$ cat src/rtl/harness_pkg.sv
// Shared constants and types for the delay-line harness UART command controller.
package harness_pkg;

    localparam logic [7:0] CMD_LEN     = 8'h4C;  // 'L'
    localparam logic [7:0] CMD_RUN     = 8'h52;  // 'R'
    localparam logic [7:0] CMD_STOP    = 8'h53;  // 'S'
    localparam logic [7:0] CMD_QUERY   = 8'h51;  // 'Q'

    localparam logic [7:0] RSP_OK      = 8'h4B;  // 'K'
    localparam logic [7:0] RSP_ERR     = 8'h45;  // 'E'
    localparam logic [7:0] RSP_TIMEOUT = 8'h54;  // 'T'

    typedef enum logic [1:0] {
        ST_IDLE,
        ST_GET_ARG,
        ST_RESP
    } state_t;

    function automatic int unsigned delay_bytes(input int unsigned width);
        return width / 8;
    endfunction

endpackage

$ cat src/rtl/harness_tx_mux.sv
// Single UART TX output register shared by command responses (priority) and streamed samples.
module harness_tx_mux (
    input  logic       clk,
    input  logic       n_reset,
    input  logic       i_resp_valid,
    input  logic [7:0] i_resp_data,
    output logic       o_resp_taken,
    input  logic       i_run,
    input  logic       i_samp_valid,
    input  logic [7:0] i_samp_data,
    output logic       o_samp_ready,
    output logic [7:0] o_tx_data,
    output logic       o_tx_valid,
    input  logic       i_tx_ready
);

    logic       r_tx_valid;
    logic [7:0] r_tx_data;
    logic       w_can_load;
    logic       w_take_resp;
    logic       w_take_samp;

    // The register may be refilled in the same cycle its current byte is accepted.
    assign w_can_load  = !r_tx_valid || i_tx_ready;
    assign w_take_resp = w_can_load && i_resp_valid;
    assign w_take_samp = n_reset && w_can_load && !i_resp_valid && i_run && i_samp_valid;

    // NOTE: sequential state uses non-blocking assignments so every flop samples pre-edge values.
    always_ff @(posedge clk) begin
        if (!n_reset) begin
            r_tx_valid <= 1'b0;
            r_tx_data  <= 8'h00;
        end else if (w_take_resp) begin
            r_tx_valid <= 1'b1;
            r_tx_data  <= i_resp_data;
        end else if (w_take_samp) begin
            r_tx_valid <= 1'b1;
            r_tx_data  <= i_samp_data;
        end else if (i_tx_ready) begin
            r_tx_valid <= 1'b0;
        end
    end

    assign o_resp_taken = w_take_resp;
    assign o_samp_ready = w_take_samp;
    assign o_tx_valid   = r_tx_valid;
    assign o_tx_data    = r_tx_data;

endmodule

$ cat src/rtl/harness_cmd_ctrl.sv
// UART command decoder for the delay-line harness: sets delay_len, starts/stops the datapath.
// Optional argument timeout is built only when HARNESS_CMD_TIMEOUT_EN is defined.
module harness_cmd_ctrl
    import harness_pkg::*;
#(
    parameter int unsigned DELAY_W        = 16,
    parameter int unsigned DELAY_RESET    = 1024,
    parameter int unsigned TIMEOUT_CYCLES = 1200000
) (
    input  logic               clk,
    input  logic               n_reset,
    input  logic [7:0]         rx_data,
    input  logic               rx_valid,
    output logic [7:0]         tx_data,
    output logic               tx_valid,
    input  logic               tx_ready,
    input  logic [7:0]         samp_data,
    input  logic               samp_valid,
    output logic               samp_ready,
    output logic [DELAY_W-1:0] delay_len,
    output logic               run
);

    localparam int unsigned DELAY_BYTES = delay_bytes(DELAY_W);
    localparam int unsigned CNT_W       = (DELAY_BYTES > 1) ? $clog2(DELAY_BYTES) : 1;

    state_t             r_state, w_state_next;
    logic [CNT_W-1:0]   r_cnt, w_cnt_next;
    logic [DELAY_W-1:0] r_shadow, w_shadow_next;
    logic [DELAY_W-1:0] r_delay_len, w_delay_next;
    logic               r_run, w_run_next;
    logic               r_overrun, w_overrun_next;
    logic [7:0]         r_resp_data, w_resp_data_next;
    logic               r_resp_is_status, w_resp_is_status_next;
    logic [DELAY_W-1:0] w_arg;
    logic [7:0]         w_resp_byte;
    logic               w_resp_taken;
    logic               w_timeout;

    assign w_arg = (r_shadow << 8) | DELAY_W'(rx_data);

`ifdef HARNESS_CMD_TIMEOUT_EN
    localparam int unsigned TMR_W = $clog2(TIMEOUT_CYCLES + 1);
    logic [TMR_W-1:0] r_timer;

    always_ff @(posedge clk) begin
        if (!n_reset || r_state != ST_GET_ARG || rx_valid) begin
            r_timer <= '0;
        end else begin
            r_timer <= r_timer + 1'b1;
        end
    end

    assign w_timeout = (r_state == ST_GET_ARG) && !rx_valid &&
                       (r_timer == TMR_W'(TIMEOUT_CYCLES - 1));
`else
    assign w_timeout = 1'b0;
`endif

    always_ff @(posedge clk) begin
        if (!n_reset) begin
            r_state          <= ST_IDLE;
            r_cnt            <= '0;
            r_shadow         <= '0;
            r_delay_len      <= DELAY_W'(DELAY_RESET);
            r_run            <= 1'b0;
            r_overrun        <= 1'b0;
            r_resp_data      <= 8'h00;
            r_resp_is_status <= 1'b0;
        end else begin
            r_state          <= w_state_next;
            r_cnt            <= w_cnt_next;
            r_shadow         <= w_shadow_next;
            r_delay_len      <= w_delay_next;
            r_run            <= w_run_next;
            r_overrun        <= w_overrun_next;
            r_resp_data      <= w_resp_data_next;
            r_resp_is_status <= w_resp_is_status_next;
        end
    end

    always_comb begin
        // NOTE: defaults first, so no branch leaves a signal unassigned and infers a latch.
        w_state_next          = r_state;
        w_cnt_next            = r_cnt;
        w_shadow_next         = r_shadow;
        w_delay_next          = r_delay_len;
        w_run_next            = r_run;
        w_overrun_next        = r_overrun;
        w_resp_data_next      = r_resp_data;
        w_resp_is_status_next = r_resp_is_status;

        case (r_state)
            ST_IDLE: begin
                if (rx_valid) begin
                    w_state_next          = ST_RESP;
                    w_resp_data_next      = RSP_OK;
                    w_resp_is_status_next = 1'b0;
                    case (rx_data)
                        CMD_LEN: begin
                            w_state_next  = ST_GET_ARG;
                            w_cnt_next    = '0;
                            w_shadow_next = '0;
                        end
                        CMD_RUN:   w_run_next            = 1'b1;
                        CMD_STOP:  w_run_next            = 1'b0;
                        CMD_QUERY: w_resp_is_status_next = 1'b1;
                        default:   w_resp_data_next      = RSP_ERR;
                    endcase
                end
            end
            ST_GET_ARG: begin
                if (rx_valid) begin
                    w_shadow_next = w_arg;
                    if (r_cnt == CNT_W'(DELAY_BYTES - 1)) begin
                        w_state_next          = ST_RESP;
                        w_resp_is_status_next = 1'b0;
                        if (w_arg != '0) begin
                            w_delay_next     = w_arg;
                            w_resp_data_next = RSP_OK;
                        end else begin
                            w_resp_data_next = RSP_ERR;
                        end
                    end else begin
                        w_cnt_next = r_cnt + 1'b1;
                    end
                end else if (w_timeout) begin
                    w_state_next          = ST_RESP;
                    w_resp_is_status_next = 1'b0;
                    w_resp_data_next      = RSP_TIMEOUT;
                end
            end
            ST_RESP: begin
                // A byte arriving while a response waits is lost; that loss outranks a status clear.
                if (rx_valid) begin
                    w_overrun_next = 1'b1;
                end else if (w_resp_taken && r_resp_is_status) begin
                    w_overrun_next = 1'b0;
                end
                if (w_resp_taken) begin
                    w_state_next = ST_IDLE;
                end
            end
            default: w_state_next = ST_IDLE;
        endcase
    end

    // Status is built when it loads, so it reports overrun events up to that moment.
    assign w_resp_byte = r_resp_is_status ? {6'b0, r_overrun, r_run} : r_resp_data;

    harness_tx_mux u_tx_mux (
        .clk          (clk),
        .n_reset      (n_reset),
        .i_resp_valid (r_state == ST_RESP),
        .i_resp_data  (w_resp_byte),
        .o_resp_taken (w_resp_taken),
        .i_run        (r_run),
        .i_samp_valid (samp_valid),
        .i_samp_data  (samp_data),
        .o_samp_ready (samp_ready),
        .o_tx_data    (tx_data),
        .o_tx_valid   (tx_valid),
        .i_tx_ready   (tx_ready)
    );

    assign delay_len = r_delay_len;
    assign run       = r_run;

endmodule

$ cat config.mk
export PLATFORM = sky130hd
export DESIGN_NAME = harness_cmd_ctrl
export DESIGN_NICKNAME = d
export VERILOG_FILES = /design/src/rtl/harness_pkg.sv /design/src/rtl/harness_tx_mux.sv /design/src/rtl/harness_cmd_ctrl.sv
export SDC_FILE = /design/constraint.sdc
export NUM_CORES = 1
export LEC_CHECK = 0
export CORE_ASPECT_RATIO = 1.1
export CORE_MARGIN = 1
export CORE_UTILIZATION = 50
export DETAILED_ROUTE_END_ITERATION = 10
export PLACE_DENSITY = 0.8
export SLEW_MARGIN = 20
export SYNTH_ARGS = -nofsm -noshare
export SYNTH_HDL_FRONTEND = slang
export SYNTH_SLANG_ARGS = --single-unit
export TNS_END_PERCENT = 10
$ cat constraint.sdc
create_clock -name clk -period 2.45 [get_ports clk]
set_input_delay 0.245 -clock clk [delete_from_list [all_inputs] [get_ports clk]]
set_output_delay 0.245 -clock clk [all_outputs]
set_load 0.01 [all_outputs]
Yosys cells after proc, flatten, opt, wreduce, memory -nomap -nowiden
Cells that the tools add are included.
{"block": "word_totals", "register_bits": 47, "in_bits": 21, "out_inout_bits": 27, "wordCells": 81}
{"block": "op_classes", "addsub": 1, "n_eq_ne": 11, "n_mux": 35, "bitwise": 1, "n_reduce_logical": 23}
{"op": "$mux 8", "n": 9}
{"op": "$eq 8x7->1 const B", "n": 4}
{"op": "$pmux 8 s2", "n": 2}
{"op": "$or 16x8->16", "n": 1}
{"op": "$reduce_and 4->1", "n": 4}
{"op": "$reduce_bool 16->1", "n": 1}
{"op": "$mux 1", "n": 13}
{"op": "$mux 2", "n": 5}
{"op": "$mux 4", "n": 2}
{"op": "$ne 2x2->1 const B", "n": 4}
{"op": "$reduce_bool 2->1", "n": 4}
{"op": "$logic_and 1x1->1", "n": 6}
{"op": "$pmux 1 s2", "n": 3}
{"op": "$pmux 2 s3", "n": 1}
{"op": "$reduce_or 4->1", "n": 1}
{"op": "$reduce_and 3->1", "n": 1}
{"op": "$reduce_bool 3->1", "n": 1}
{"op": "$eq 2x1->1 const B", "n": 1}
{"op": "$eq 2x2->1 const B", "n": 1}
{"op": "$logic_not 1->1", "n": 2}
{"op": "$logic_not 2->1", "n": 1}
{"op": "$ne 2x1->1 const B", "n": 1}
{"op": "$reduce_and 2->1", "n": 1}
{"op": "$add 1x1->1 const B", "n": 1}
{"op": "$logic_or 1x1->1", "n": 1}

Longest topological paths before layout
Gate-level depths: netlist (run 1).
{"block": "depth", "word_depth": 8, "depth_mapped": 5, "depth_no_buf": 4}

Cells and area by module
A second synthesis (run 1) with hierarchy kept.
{"block": "unflattened", "cells_unflattened": 196, "hier_area_um2": 1898.1}
{"mod": "harness_cmd_ctrl", "n_inst": 1, "cells_each": 150, "area_each_um2": 1428.9, "seq_area_each_um2": 660.6}
{"mod": "harness_tx_mux", "n_inst": 1, "cells_each": 46, "area_each_um2": 469.2, "seq_area_each_um2": 180.2}

Least setup slack after synthesis (run 1)
OpenSTA, ideal clock, no wires.
{"block": "synth_path", "path_type": "register to register", "start": "register r_shadow[2]", "end": "register r_delay_len[12] (netlist: delay_len[12])", "setup_ns": 0.059, "t_arrival_ns": 1.325, "required_time_ns": 2.391, "path_slack_ns": 1.066, "stages_incl_launch_ff": 6, "path_buffers": 1, "period_less_slack_ns": 1.384, "path_cell_list": "dfxtp_1 nor4_1 nand4_2 a21oi_2 buf_6 a22o_1"}
{"block": "synth_via", "elab_chain_len": 3}
{"item": "from (decl)", "line_no": "harness_cmd_ctrl.sv:29", "text": "logic [DELAY_W-1:0] r_shadow, w_shadow_next;"}
{"item": "from (signal assigned)", "line_no": "harness_cmd_ctrl.sv:73", "text": "r_shadow <= w_shadow_next;"}
{"item": "$or 16x8->16", "line_no": "harness_cmd_ctrl.sv:40", "text": "assign w_arg = (r_shadow << 8) | DELAY_W'(rx_data);"}
{"item": "$reduce_bool 16->1", "line_no": "harness_cmd_ctrl.sv:118", "text": "if (w_arg != '0) begin"}
{"item": "$reduce_and 4->1 (no source line)"}
{"item": "to (signal assigned)", "line_no": "harness_cmd_ctrl.sv:65", "text": "r_delay_len <= DELAY_W'(DELAY_RESET);"}
{"item": "to (signal assigned)", "line_no": "harness_cmd_ctrl.sv:74", "text": "r_delay_len <= w_delay_next;"}
{"item": "to (decl)", "line_no": "harness_cmd_ctrl.sv:30", "text": "logic [DELAY_W-1:0] r_delay_len, w_delay_next;"}
Every way passes these cells.
A chain may end at the register's enable or synchronous reset.

Worst setup path after layout (run 1)
{"block": "layout_path", "start": "register r_state[0]", "end": "output port samp_ready"}
{"block": "layout_via", "elab_chain_len": 5}
{"item": "from (decl)", "line_no": "harness_cmd_ctrl.sv:27", "text": "state_t r_state, w_state_next;"}
{"item": "from (signal assigned)", "line_no": "harness_cmd_ctrl.sv:71", "text": "r_state <= w_state_next;"}
{"item": "$eq 2x2->1", "line_no": "harness_cmd_ctrl.sv:154", "text": ".i_resp_valid (r_state == ST_RESP),"}
{"item": "$logic_not 1->1", "line_no": "harness_tx_mux.sv:26", "text": "assign w_take_samp = n_reset && w_can_load && !i_resp_valid && i_run && i_samp_valid;"}
{"item": "$logic_and 1x1->1 (3 in a row)", "line_no": "harness_tx_mux.sv:26"}
{"item": "to (decl)", "line_no": "harness_cmd_ctrl.sv:19", "text": "output logic samp_ready,"}
Every way passes these cells.

==> results of run 1 <==
## cell type report
class,count,area [um2],share of cell area
clock buffers,6,51.3,0.0219
well taps,36,45.0,0.0193
flip-flops and latches,42,841,0.360
repair buffers,50,493,0.211
clock inverters,2,60.1,0.0257
inverters,2,7.51,0.00321
multi-input cells,128,841,0.360
## cell usage after synthesis (all sizes together)
cell type  number
dfxtp          42
nand2          27
a22o           12
nor2           11
a21oi           9
mux2i           9
o22ai           8
nor2b           7
nor4            6
o21ai           6
nand2b          5
nor3            5
a211oi          4
clkbuf          4
nand4           4
buf             3
o211a           3
inv             2
nand3           2
a2111oi         1
a21boi          1
a22oi           1
a2bb2oi         1
a311o           1
a32oi           1
and4            1
nor4b           1
o211ai          1
o21a            1
## cell families after synthesis
family | count (synthesis)
buf+inv | 9
flops | 42
compound gates | 50
mux | 9
simple gates | 69
## critical path, stage by stage, from the launching register on
cell	delay, ps
dfxtp_1	490
nor2b_1	90
buf_4	170
nor3_2	300
clkdlybuf4s50_1	610
## registers in the layout (all words and copies together), names as in the netlist, 2 cells and up
| name | count |
|---|---|
| r_resp_data | 3 |
| r_shadow | 8 |
| delay_len | 16 |
| u_tx_mux.o_tx_data | 8 |
| r_state | 2 |
## worst max path at each step
stage                startpoint             to  cells past startpoint
finish               r_state[0]     samp_ready                      4
global route         r_state[0]     samp_ready                      4
CTS                  r_state[0]     samp_ready                      4
detailed placement   rx_data[6]   delay_len[5]                      5
global placement        n_reset     samp_ready                      4
floorplan           r_shadow[2]  delay_len[12]                      5
## cell usage in the layout, fill, tap and decap left out, types with 2 or more instances in the layout
| cell type | count |
|---|---|
| a211oi_1 | 4 |
| a21oi_1 | 6 |
| a21oi_2 | 2 |
| a22o_1 | 12 |
| buf_4 | 3 |
| bufinv_16 | 2 |
| clkbuf_4 | 5 |
| clkdlybuf4s50_1 | 47 |
| dfxtp_1 | 42 |
| inv_2 | 2 |
| mux2i_1 | 9 |
| nand2_1 | 27 |
| nand2b_1 | 5 |
| nand4_1 | 2 |
| nand4_2 | 2 |
| nor2_1 | 11 |
| nor2b_1 | 7 |
| nor3_1 | 3 |
| nor3_2 | 2 |
| nor4_1 | 5 |
| o211a_1 | 3 |
| o21ai_0 | 6 |
| o22ai_1 | 8 |
## power by group through the flow
stage                     combinational (uW)  sequential, uW  clock [uW]
after floorplan                         60.0             721           0
after global placement                   129             718           0
after detailed placement                 131             719           0
after CTS                                133             704         584
after global routing                     144             706         607
final                                    133             704         576
## per-stage QoR
step | std cells | setup slack, ps | util | power [uW]
after floorplan | 179 | 1070 | - | 781
after global placement | 258 | 308 | 0.674 | 847
after detailed placement | 258 | 260 | 0.674 | 850
after CTS | 266 | 175 | 0.708 | 1420
after global routing | 266 | 71.0 | 0.708 | 1460
final | 266 | 192 | 0.708 | 1410
## routing by layer
layer	vias up	global-route usage
met5	-	0
met1	750	0.280
li1	765	-
met2	56	0.450
met3	11	0.0637
met4	0	0.104
==> metrics.txt, run 1 <==
# TYPE chip_impl_metric gauge
chip_impl_info{name="outcome",value="complete, but fails checks"} 1
chip_impl_info{name="violations_in_the_final_reports",value="DRC"} 1
chip_impl_metric{name="core.rowCount",unit=""} 22
chip_impl_metric{name="ys_ff_latch",unit=""} 42
chip_impl_info{name="rr_endpoint",value="delay_len[5]"} 1
chip_impl_metric{name="totalNegativeSetupSlack",unit="ps"} 0
chip_impl_metric{name="routed_via_density",unit=""} 5.95
chip_impl_metric{name="path_clk_slew",unit="ps"} 110
chip_impl_info{name="critical_path.endpoint_type",value="output pin"} 1
chip_impl_metric{name="vias_post_dr",unit=""} 1582
chip_impl_metric{name="cts_max_level",unit=""} 2
chip_impl_info{name="min_delay_worst_endpoint",value="r_resp_data[0]"} 1
chip_impl_metric{name="synth_compound_area_frac",unit=""} 0.218
chip_impl_metric{name="ys_types",unit=""} 36
chip_impl_metric{name="finalInstanceArea",unit="um2"} 2340
chip_impl_info{name="largest_family_of_logic_cells_by_synthesized_area",value="simple AND/OR/NAND/NOR gates"} 1
chip_impl_metric{name="antenna_found_initial",unit=""} 0
chip_impl_metric{name="cts_resized",unit=""} 0
chip_impl_metric{name="count_of_unresolved_drc_violations_after_routing",unit=""} 2
chip_impl_info{name="timing.hold.worst.class",value="reg -> reg"} 1
chip_impl_metric{name="clock_latency",unit="ps"} 360
chip_impl_info{name="synth_top_cells_by_area",value="dfxtp_1 (49%), a22o_1 (6.1%), nand2_1 (5.9%), mux2i_1 (5.2%), o22ai_1 (2.9%)"} 1
chip_impl_metric{name="syn_nets",unit=""} 200
chip_impl_metric{name="timing_worst_slew_pin_value",unit="ps"} 549
chip_impl_metric{name="detail_route.iter0.violations",unit=""} 66
chip_impl_metric{name="clock_power_share",unit=""} 0.407
chip_impl_metric{name="placed_area",unit="um2"} 2230
chip_impl_metric{name="die-area",unit="um2"} 3690
chip_impl_metric{name="routabilityCongestion",unit=""} 0.831
chip_impl_info{name="crit-reg2reg-launch",value="r_shadow[0]"} 1
chip_impl_metric{name="power.combinational.fraction",unit=""} 0.094
chip_impl_metric{name="die_y",unit="um"} 63.6
chip_impl_metric{name="worst_ep_required_time",unit="ps"} 2200
chip_impl_metric{name="gr-usage-all-layers",unit=""} 0.253
chip_impl_metric{name="synth_xor_area_frac",unit=""} 0
chip_impl_metric{name="switching_power",unit="uW"} 306
chip_impl_metric{name="setup.reg_to_reg.worst_slack",unit="ps"} 650
chip_impl_metric{name="final_antenna_net_count",unit=""} 0
chip_impl_info{name="critical_path.startpoint_type",value="flip-flop"} 1
chip_impl_metric{name="cts.path.max_buffers",unit=""} 2
chip_impl_metric{name="final_period_minus_worst_setup_slack",unit="ps"} 2260
chip_impl_metric{name="syn_area_per_cell",unit="um2"} 9.64
chip_impl_metric{name="wl_met3",unit="um"} 230
chip_impl_metric{name="finalClockSkew",unit="ps"} 11.8
chip_impl_metric{name="cts_sinks",unit=""} 42
chip_impl_info{name="synth_top_cell_by_area",value="dfxtp_1"} 1
chip_impl_info{name="worstSetupPathType",value="reg -> out"} 1
chip_impl_metric{name="ioPinCount",unit=""} 48
chip_impl_metric{name="whs_path_depth",unit=""} 2
chip_impl_metric{name="antenna-diode-count",unit=""} 0
chip_impl_metric{name="final_layout_size_suffix_gt1_frac",unit=""} 0.0957
chip_impl_info{name="hold_start",value="r_resp_data[0]"} 1
chip_impl_metric{name="leakage",unit="uW"} 0.000878
chip_impl_metric{name="slew_violations",unit=""} 0
chip_impl_metric{name="drt_wl_total",unit="mm"} 4.22
chip_impl_metric{name="final.hold.worst_slack",unit="ps"} 480
chip_impl_metric{name="clock.fmax",unit="MHz"} 443
chip_impl_metric{name="mappedNetlistArea",unit="um2"} 1730
chip_impl_info{name="clk_root_buffer_cell",value="clkbuf_4"} 1
chip_impl_info{name="route.top_layer_used",value="met4"} 1
chip_impl_metric{name="postCtsHoldBufs",unit=""} 0
chip_impl_metric{name="met1_length",unit="mm"} 1.70
chip_impl_metric{name="min_period_over_period",unit=""} 0.922
chip_impl_metric{name="fillers",unit=""} 282
chip_impl_metric{name="area_inside_the_core_boundary",unit="um2"} 3300
chip_impl_metric{name="grt_first_pass_wirelength",unit="mm"} 7.25
chip_impl_metric{name="yosys.area_share.adder",unit=""} 0
chip_impl_metric{name="synth_warnings",unit=""} 0
chip_impl_metric{name="cap_viol_max_count",unit=""} 0
chip_impl_metric{name="largest_fanout_of_any_net_on_the_critical_path",unit=""} 8
chip_impl_info{name="cts_tree",value="done"} 1
chip_impl_metric{name="placement.io_buffers",unit=""} 47
chip_impl_metric{name="area_growth_from_synthesis_to_final_layout",unit="%"} 35.5
chip_impl_metric{name="initial_core_utilization",unit=""} 0.522
chip_impl_metric{name="synth_top_area_frac",unit=""} 0.487
chip_impl_metric{name="cellPowerDensity",unit="nW/um2"} 604
chip_impl_metric{name="ir_drop",unit="V"} 0.000341
chip_impl_metric{name="nets",unit=""} 250
chip_impl_metric{name="hold_viol_final",unit=""} 0
chip_impl_metric{name="drtPass1Iterations",unit=""} 9
chip_impl_metric{name="grt_max_degree",unit=""} 27
chip_impl_metric{name="synth.mux.area_fraction",unit=""} 0.0522
chip_impl_metric{name="worst-endpoint-arrival",unit="ps"} 2010
chip_impl_metric{name="final-setup-viol-count",unit=""} 0
chip_impl_metric{name="overall_die_width",unit="um"} 58.0
chip_impl_metric{name="wl_met2",unit="mm"} 2.18
chip_impl_metric{name="cts_made_buffers",unit=""} 5
chip_impl_metric{name="routed_wire_length_per_instance",unit="um"} 15.8
chip_impl_metric{name="switching_share",unit=""} 0.217
chip_impl_metric{name="postCtsSetupBuffers",unit=""} 0
chip_impl_metric{name="netlist_instances",unit=""} 179
chip_impl_metric{name="share_seq_of_total_power",unit=""} 0.498
chip_impl_metric{name="first_global_vias",unit=""} 1563
chip_impl_metric{name="grt-ovfl-total",unit=""} 0
chip_impl_metric{name="reg2reg_depth",unit=""} 4
chip_impl_metric{name="power.internal",unit="uW"} 1110
chip_impl_metric{name="place_hpwl",unit="mm"} 3.08
chip_impl_metric{name="synth-seq-area-share",unit=""} 0.487
chip_impl_metric{name="timing.slew.headroom",unit=""} 0.633
chip_impl_info{name="grt_setup_unrepaired",value="false"} 1
chip_impl_metric{name="post_synth_and_or_nand_nor_area_fraction",unit=""} 0.218
(Power assumes the default switching activity.)
==> run 2, diff against run 1 <==
--- a/config.mk
+++ b/config.mk
@@ -5,13 +5,14 @@
 export SDC_FILE = /design/constraint.sdc
 export NUM_CORES = 1
 export LEC_CHECK = 0
-export CORE_ASPECT_RATIO = 1.1
+export CORE_ASPECT_RATIO = 0.6
 export CORE_MARGIN = 1
-export CORE_UTILIZATION = 50
+export CORE_UTILIZATION = 52
 export DETAILED_ROUTE_END_ITERATION = 10
-export PLACE_DENSITY = 0.8
+export PLACE_DENSITY = 0.81
 export SLEW_MARGIN = 20
 export SYNTH_ARGS = -nofsm -noshare
 export SYNTH_HDL_FRONTEND = slang
+export SYNTH_HIERARCHICAL = 1
 export SYNTH_SLANG_ARGS = --single-unit
-export TNS_END_PERCENT = 10
+export TNS_END_PERCENT = 1
==> run 2 against run 1 <==
Critical endpoint unchanged. Combinational power up 46%. The run now ends clean. Count of clock-buffer cells in the layout up 1. Clock skew down 3.7 ps. Global-route usage up 1.4 points. Die area up 5.8%. Routed wire length up 9.6%.
==> metrics.txt, run 2 <==
# TYPE chip_impl_metric gauge
chip_impl_metric{name="ys_types",unit=""} 40
chip_impl_metric{name="cts_resized",unit=""} 0
chip_impl_metric{name="postCtsHoldBufs",unit=""} 0
chip_impl_metric{name="final_period_minus_worst_setup_slack",unit="ps"} 2030
chip_impl_metric{name="die-area",unit="um2"} 3900
chip_impl_metric{name="synth.mux.area_fraction",unit=""} 0.127
chip_impl_metric{name="yosys.area_share.adder",unit=""} 0
chip_impl_metric{name="nets",unit=""} 265
chip_impl_metric{name="largest_fanout_of_any_net_on_the_critical_path",unit=""} 10
chip_impl_metric{name="synth_warnings",unit=""} 6
chip_impl_metric{name="hold_viol_final",unit=""} 0
chip_impl_info{name="postSynth.topFlopCell",value="dfxtp_1"} 1
chip_impl_metric{name="synth_xor_area_frac",unit=""} 0
chip_impl_metric{name="detail_route.iter0.violations",unit=""} 76
chip_impl_metric{name="worst_ep_required_time",unit="ps"} 2200
chip_impl_metric{name="synth_compound_area_frac",unit=""} 0.164
chip_impl_metric{name="vias_post_dr",unit=""} 1651
chip_impl_metric{name="grt_max_degree",unit=""} 33
chip_impl_metric{name="die_y",unit="um"} 48.8
chip_impl_metric{name="totalNegativeSetupSlack",unit="ps"} 0
chip_impl_metric{name="count_of_unresolved_drc_violations_after_routing",unit=""} 0
chip_impl_info{name="critical_path.endpoint_type",value="output pin"} 1
chip_impl_metric{name="postSynth.asyncResetShare",unit=""} 0
chip_impl_metric{name="grt_first_pass_wirelength",unit="mm"} 7.93
chip_impl_info{name="outcome",value="finished clean"} 1
chip_impl_metric{name="first_global_vias",unit=""} 1582
chip_impl_info{name="timing.hold.worst.class",value="reg -> reg"} 1
chip_impl_metric{name="drt_wl_total",unit="mm"} 4.62
chip_impl_metric{name="post-layout-total-power",unit="uW"} 1360
chip_impl_metric{name="area_growth_from_synthesis_to_final_layout",unit="%"} 30.6
chip_impl_metric{name="place_hpwl",unit="mm"} 3.43
chip_impl_info{name="synth_top_cell_by_area",value="dfxtp_1"} 1
chip_impl_metric{name="synth_top_area_frac",unit=""} 0.443
chip_impl_metric{name="cts.path.max_buffers",unit=""} 2
chip_impl_metric{name="final_antenna_net_count",unit=""} 0
chip_impl_metric{name="routed_via_density",unit=""} 5.69
chip_impl_metric{name="drtPass1Iterations",unit=""} 4
chip_impl_metric{name="final-setup-viol-count",unit=""} 0
chip_impl_metric{name="initial_core_utilization",unit=""} 0.564
chip_impl_metric{name="routed_wire_length_per_instance",unit="um"} 15.9
chip_impl_metric{name="finalClockSkew",unit="ps"} 8.12
chip_impl_metric{name="cellPowerDensity",unit="nW/um2"} 548
chip_impl_metric{name="area_inside_the_core_boundary",unit="um2"} 3360
chip_impl_info{name="synth_top_cells_by_area",value="dfxtp_1 (44%), mux2i_1 (13%), nand2_1 (6.7%), o211a_1 (4.7%), a22o_1 (3.7%)"} 1
chip_impl_metric{name="worst-endpoint-arrival",unit="ps"} 1780
chip_impl_metric{name="routabilityCongestion",unit=""} 0.902
chip_impl_metric{name="path_clk_slew",unit="ps"} 80
chip_impl_metric{name="timing.slew.headroom",unit=""} 0.600
chip_impl_metric{name="placement.io_buffers",unit=""} 47
chip_impl_metric{name="grt-ovfl-total",unit=""} 0
chip_impl_metric{name="count_of_flip_flops_with_a_built_in_enable_after_synthesis",unit=""} 0
chip_impl_metric{name="syn_area_per_cell",unit="um2"} 9.68
chip_impl_metric{name="post_synth_and_or_nand_nor_area_fraction",unit=""} 0.213
chip_impl_metric{name="place_worst_setup_slack",unit="ps"} 413
chip_impl_info{name="final_cell_mix",value="clkdlybuf4s50_1 (47), dfxtp_1 (42), nand2_1 (34), mux2i_1 (24), nand3_1 (10)"} 1
chip_impl_metric{name="gr-usage-all-layers",unit=""} 0.267
chip_impl_metric{name="antenna-diode-count",unit=""} 0
chip_impl_metric{name="leakage",unit="uW"} 0.000977
chip_impl_metric{name="largest_register_ffs",unit=""} 16
chip_impl_info{name="worstSetupPathType",value="reg -> out"} 1
chip_impl_metric{name="ioPinCount",unit=""} 48
chip_impl_metric{name="mappedNetlistArea",unit="um2"} 1900
chip_impl_info{name="post_synth_most_frequent_cells",value="dfxtp_1 (42), nand2_1 (34), mux2i_1 (24)"} 1
chip_impl_metric{name="overall_die_width",unit="um"} 80.0
chip_impl_info{name="critical_path.startpoint_type",value="flip-flop"} 1
chip_impl_info{name="clk_root_buffer_cell",value="clkbuf_8"} 1
chip_impl_metric{name="fin_ws",unit="ps"} 423
chip_impl_metric{name="timing_worst_slew_pin_value",unit="ps"} 598
chip_impl_metric{name="core.rowCount",unit=""} 16
chip_impl_info{name="cts_tree",value="done"} 1
chip_impl_info{name="yosys.cell_count.top_type",value="dfxtp_1"} 1
chip_impl_info{name="layout_commonest_cell",value="clkdlybuf4s50_1"} 1
chip_impl_metric{name="ys_ff_latch",unit=""} 42
chip_impl_metric{name="synth-seq-area-share",unit=""} 0.443
chip_impl_metric{name="ir_drop",unit="V"} 0.000322
chip_impl_metric{name="cts_sinks",unit=""} 42
chip_impl_metric{name="min_period_over_period",unit=""} 0.827
chip_impl_metric{name="antenna_found_initial",unit=""} 0
chip_impl_metric{name="cts_made_buffers",unit=""} 5
chip_impl_metric{name="slew_violations",unit=""} 0
chip_impl_metric{name="cts_max_level",unit=""} 2
chip_impl_metric{name="netlist_instances",unit=""} 196
chip_impl_info{name="largest_family_of_logic_cells_by_synthesized_area",value="simple AND/OR/NAND/NOR gates"} 1
chip_impl_metric{name="clock_latency",unit="ps"} 280
chip_impl_metric{name="cap_viol_max_count",unit=""} 0
chip_impl_metric{name="final_layout_size_suffix_gt1_frac",unit=""} 0.0735
chip_impl_metric{name="clock.fmax",unit="MHz"} 493
chip_impl_info{name="grt_setup_unrepaired",value="false"} 1
chip_impl_metric{name="postCtsSetupBuffers",unit=""} 0
[run 2: changes by cell type in the layout (fill, tap and decap cells not counted), moves of 6 or more]
cell     previous run  this run
nand2_1            27        34
mux2i_1             9        24
nor2_1             11         1
o22ai_1             8         0
o211a_1             3         9
nand3_1             1        10
[run 2: power by group]
| group | switching (uW) | internal (uW) | total [uW] |
|---|---|---|---|
| Sequential | 10.7 | 703 | 714 |
| Clock | 223 | 227 | 450 |
| Combinational | 93.8 | 101 | 194 |
| Total | 327 | 1030 | 1360 |
[run 2: kinds of logic (layout without fill, tap and decap cells)]
logic type | Yosys count | in the layout
AOI/OAI and AO/OA | 38 | 38
buffers and inverters | 17 | 64
DFF | 42 | 42
and+or+nand+nor | 74 | 74
other | 1 | 3
muxes | 24 | 24
[run 2: routing by layer]
metal / vias up / track usage / wire length, um
li1: 791 / - / -
met1: 805 / 0.375 / 2230
met2: 51 / 0.422 / 2130
met3: 4 / 0.0692 / 240
met4: 0 / 0.0387 / 21
met5: - / 0 / 0
[run 2: area by class of cell]
class / instances / area, um2
Inverter: 4 / 15.0
Fill cell: 243 / 885
Sequential cell: 42 / 841
Clock buffer: 7 / 86.3
Timing Repair Buffer: 52 / 508
Clock inverter: 1 / 5.00
Tap cell: 45 / 56.3
Multi-Input combinational cell: 139 / 967
[run 2: worst paths after layout]
check,startpoint,end,slack (ps),cells past startpoint
setup / recovery,r_state[0],samp_ready,420,3
hold / removal,r_resp_data[2],r_resp_data[2],450,2
setup reg to reg,r_state[0],u_tx_mux/o_tx_data[4],750,4
hold reg to reg,r_resp_data[2],r_resp_data[2],450,2
[run 2: metrics by stage]
stage,utilization,area (um2),hold slack [ps],cells
final,0.737,2480,450,290
after detailed placement,0.710,2390,444,282
after floorplan,-,1910,378,198
after global placement,0.710,2390,440,282
after global routing,0.737,2480,483,290
after CTS,0.737,2480,454,290
[run 2: critical path, cell delays in order (launching register included)]
cell             delay [ps]
dfxtp_1                 520
nor2b_1                 180
nor3b_1                 230
clkdlybuf4s50_1         570
==> run 3, diff against run 2 <==
--- a/config.mk
+++ b/config.mk
@@ -7,9 +7,9 @@
 export LEC_CHECK = 0
 export CORE_ASPECT_RATIO = 0.6
 export CORE_MARGIN = 1
-export CORE_UTILIZATION = 52
+export CORE_UTILIZATION = 48
 export DETAILED_ROUTE_END_ITERATION = 10
-export PLACE_DENSITY = 0.81
+export PLACE_DENSITY = 0.75
 export SLEW_MARGIN = 20
 export SYNTH_ARGS = -nofsm -noshare
 export SYNTH_HDL_FRONTEND = slang
==> constraint.sdc (replaced) <==
create_clock -name clk -period 2 [get_ports clk]
set_input_delay 0.2 -clock clk [delete_from_list [all_inputs] [get_ports clk]]
set_output_delay 0.2 -clock clk [all_outputs]
set_load 0.01 [all_outputs]
==> run 3 against run 2 <==
Die area grew 8.1%. Largest power group unchanged. Sequential power grew 23%. Core utilization shrank 6.2 points. Global-route usage shrank 3.9 points. Worst hold slack gained 10 ps. Via count shrank 1.7%. Largest cell class unchanged. Combinational power grew 22%.
==> metrics.txt, run 3 (synthesis gave the netlist of run 2 again) <==
# TYPE chip_impl_metric gauge
chip_impl_metric{name="share_seq_of_total_power",unit=""} 0.494
chip_impl_metric{name="finalInstanceArea",unit="um2"} 2510
chip_impl_metric{name="placement.io_buffers",unit=""} 47
chip_impl_metric{name="switching_power",unit="uW"} 411
chip_impl_metric{name="postCtsSetupBuffers",unit=""} 0
chip_impl_metric{name="grt_max_degree",unit=""} 28
chip_impl_metric{name="drtPass1Iterations",unit=""} 4
chip_impl_metric{name="leakage",unit="uW"} 0.000991
chip_impl_info{name="timing.hold.worst.class",value="reg -> reg"} 1
chip_impl_metric{name="worst-path-buf-inv",unit=""} 1
chip_impl_metric{name="min_period_over_period",unit=""} 0.942
chip_impl_metric{name="nets",unit=""} 267
chip_impl_metric{name="post_route_non_filler_standard_cell_count",unit=""} 294
chip_impl_info{name="cpMaxStageDelayCell",value="clkdlybuf4s50_1"} 1
chip_impl_metric{name="final_period_minus_worst_setup_slack",unit="ps"} 1880
chip_impl_metric{name="grt-ovfl-total",unit=""} 0
chip_impl_metric{name="fin_ws",unit="ps"} 116
chip_impl_metric{name="antenna_found_initial",unit=""} 0
chip_impl_metric{name="final_antenna_net_count",unit=""} 0
chip_impl_metric{name="detail_route.iter0.violations",unit=""} 73
chip_impl_metric{name="worst-endpoint-arrival",unit="ps"} 1680
chip_impl_metric{name="clock.fmax",unit="MHz"} 531
chip_impl_metric{name="initial_core_utilization",unit=""} 0.510
chip_impl_metric{name="final-setup-viol-count",unit=""} 0
chip_impl_metric{name="largest_fanout_of_any_net_on_the_critical_path",unit=""} 10
chip_impl_metric{name="antenna-diode-count",unit=""} 0
chip_impl_info{name="critPathTopFamily",value="buffers and inverters"} 1
chip_impl_metric{name="count_of_unresolved_drc_violations_after_routing",unit=""} 0
chip_impl_info{name="grt_setup_unrepaired",value="false"} 1
chip_impl_metric{name="cts_made_buffers",unit=""} 5
chip_impl_metric{name="largest_register_ffs",unit=""} 16
chip_impl_metric{name="fillers",unit=""} 292
chip_impl_metric{name="cp_slowest_stage_delay",unit="ps"} 570
chip_impl_metric{name="cap_viol_max_count",unit=""} 0
chip_impl_metric{name="power.combinational.fraction",unit=""} 0.134
chip_impl_metric{name="totalNegativeSetupSlack",unit="ps"} 0
chip_impl_info{name="outcome",value="finished clean"} 1
chip_impl_metric{name="cts_sinks",unit=""} 42
chip_impl_info{name="layout_commonest_cell",value="clkdlybuf4s50_1"} 1
chip_impl_info{name="clk_root_buffer_cell",value="clkbuf_8"} 1
chip_impl_metric{name="first_global_vias",unit=""} 1500
chip_impl_metric{name="drt_wl_total",unit="mm"} 4.30
chip_impl_info{name="cts_tree",value="done"} 1
chip_impl_info{name="critical_path.endpoint_type",value="output pin"} 1
chip_impl_metric{name="die-area",unit="um2"} 4220
chip_impl_metric{name="placed_cells",unit=""} 286
chip_impl_metric{name="cts.path.max_buffers",unit=""} 2
chip_impl_metric{name="worst_ep_required_time",unit="ps"} 1800
chip_impl_metric{name="ioPinCount",unit=""} 48
chip_impl_metric{name="timing.slew.headroom",unit=""} 0.622
chip_impl_metric{name="ir_drop",unit="V"} 0.000404
chip_impl_metric{name="clock_power_share",unit=""} 0.372
chip_impl_metric{name="gr-usage-all-layers",unit=""} 0.228
chip_impl_metric{name="clock_latency",unit="ps"} 300
chip_impl_metric{name="vias_post_dr",unit=""} 1623
chip_impl_metric{name="slew_violations",unit=""} 0
chip_impl_metric{name="power.internal",unit="uW"} 1360
chip_impl_metric{name="cts_max_level",unit=""} 2
chip_impl_metric{name="core.rowCount",unit=""} 17
chip_impl_metric{name="finalClockSkew",unit="ps"} 4.42
chip_impl_metric{name="timing_worst_slew_pin_value",unit="ps"} 566
chip_impl_metric{name="cellPowerDensity",unit="nW/um2"} 705
chip_impl_metric{name="routed_via_density",unit=""} 5.52
chip_impl_info{name="critical_path.cell_chain",value="nor2b_1, nor3b_1, clkdlybuf4s50_1"} 1
chip_impl_metric{name="routabilityCongestion",unit=""} 0.814
chip_impl_metric{name="place_hpwl",unit="mm"} 3.22
chip_impl_metric{name="cts_resized",unit=""} 0
chip_impl_metric{name="hold_viol_final",unit=""} 0
chip_impl_info{name="critical_path.startpoint_type",value="flip-flop"} 1
chip_impl_metric{name="overall_die_width",unit="um"} 83.2
chip_impl_metric{name="placed_area",unit="um2"} 2400
chip_impl_metric{name="area_growth_from_synthesis_to_final_layout",unit="%"} 32.3
chip_impl_metric{name="final_layout_size_suffix_gt1_frac",unit=""} 0.0769
chip_impl_metric{name="place_worst_setup_slack",unit="ps"} 8.06
chip_impl_info{name="final_cell_mix",value="clkdlybuf4s50_1 (47), dfxtp_1 (42), nand2_1 (34), mux2i_1 (24), nand3_1 (10)"} 1
chip_impl_metric{name="postCtsHoldBufs",unit=""} 0
chip_impl_metric{name="path_clk_slew",unit="ps"} 80
chip_impl_metric{name="area_inside_the_core_boundary",unit="um2"} 3720
chip_impl_info{name="worstSetupPathType",value="reg -> out"} 1
chip_impl_metric{name="switching_share",unit=""} 0.232
chip_impl_metric{name="routed_wire_length_per_instance",unit="um"} 14.6
chip_impl_metric{name="die_y",unit="um"} 50.7
chip_impl_metric{name="grt_first_pass_wirelength",unit="mm"} 7.30
==> run 3: layout make-up <==
cell class / instances / area, um2 / share of cell area
Timing Repair Buffer: 54 / 523 / 0.208
Clock inverter: 1 / 30.0 / 0.0120
Tap cell: 47 / 58.8 / 0.0234
Inverter: 4 / 15.0 / 0.00598
Sequential cell: 42 / 841 / 0.335
Clock buffer: 7 / 76.3 / 0.0304
Multi-Input combinational cell: 139 / 967 / 0.385
==> run 3: worst paths after layout <==
check | from | endpoint | slack, ps | cells past startpoint
hold reg to reg | delay_len[14] | delay_len[14] | 460 | 2
setup reg to reg | r_state[0] | u_tx_mux/o_tx_data[2] | 370 | 5
hold / removal | delay_len[14] | delay_len[14] | 460 | 2
setup / recovery | r_state[0] | samp_ready | 120 | 3
==> run 3: power by group through the flow <==
stage	Clock, uW	Combinational [uW]	Sequential [uW]
6_report	659	237	875
5_1_grt	717	259	877
4_1_cts	667	237	875
3_5_place_dp	0	236	895
3_3_place_gp	0	230	893
2_1_floorplan	0	117	900
==> run 3: metal layers <==
metal	track usage	vias up	share of wire
met5	0	-	0
met4	0.0690	0	0.015
met3	0.0773	6	0.063
met2	0.328	48	0.42
met1	0.319	771	0.50
li1	-	798	-
==> run 3: worst register-to-register path: stages (launching register included) <==
cell	delay, ps
dfxtp_1	490
nor2b_1	110
buf_4	210
a31o_1	280
and2_4	230
o211a_1	210
==> run 3: through the flow <==
stage	total power (uW)	hold slack, ps	utilization
after floorplan	1020	333	-
after global placement	1120	442	0.646
after detailed placement	1130	447	0.646
after CTS	1780	458	0.675
after global routing	1850	478	0.675
final	1770	460	0.675
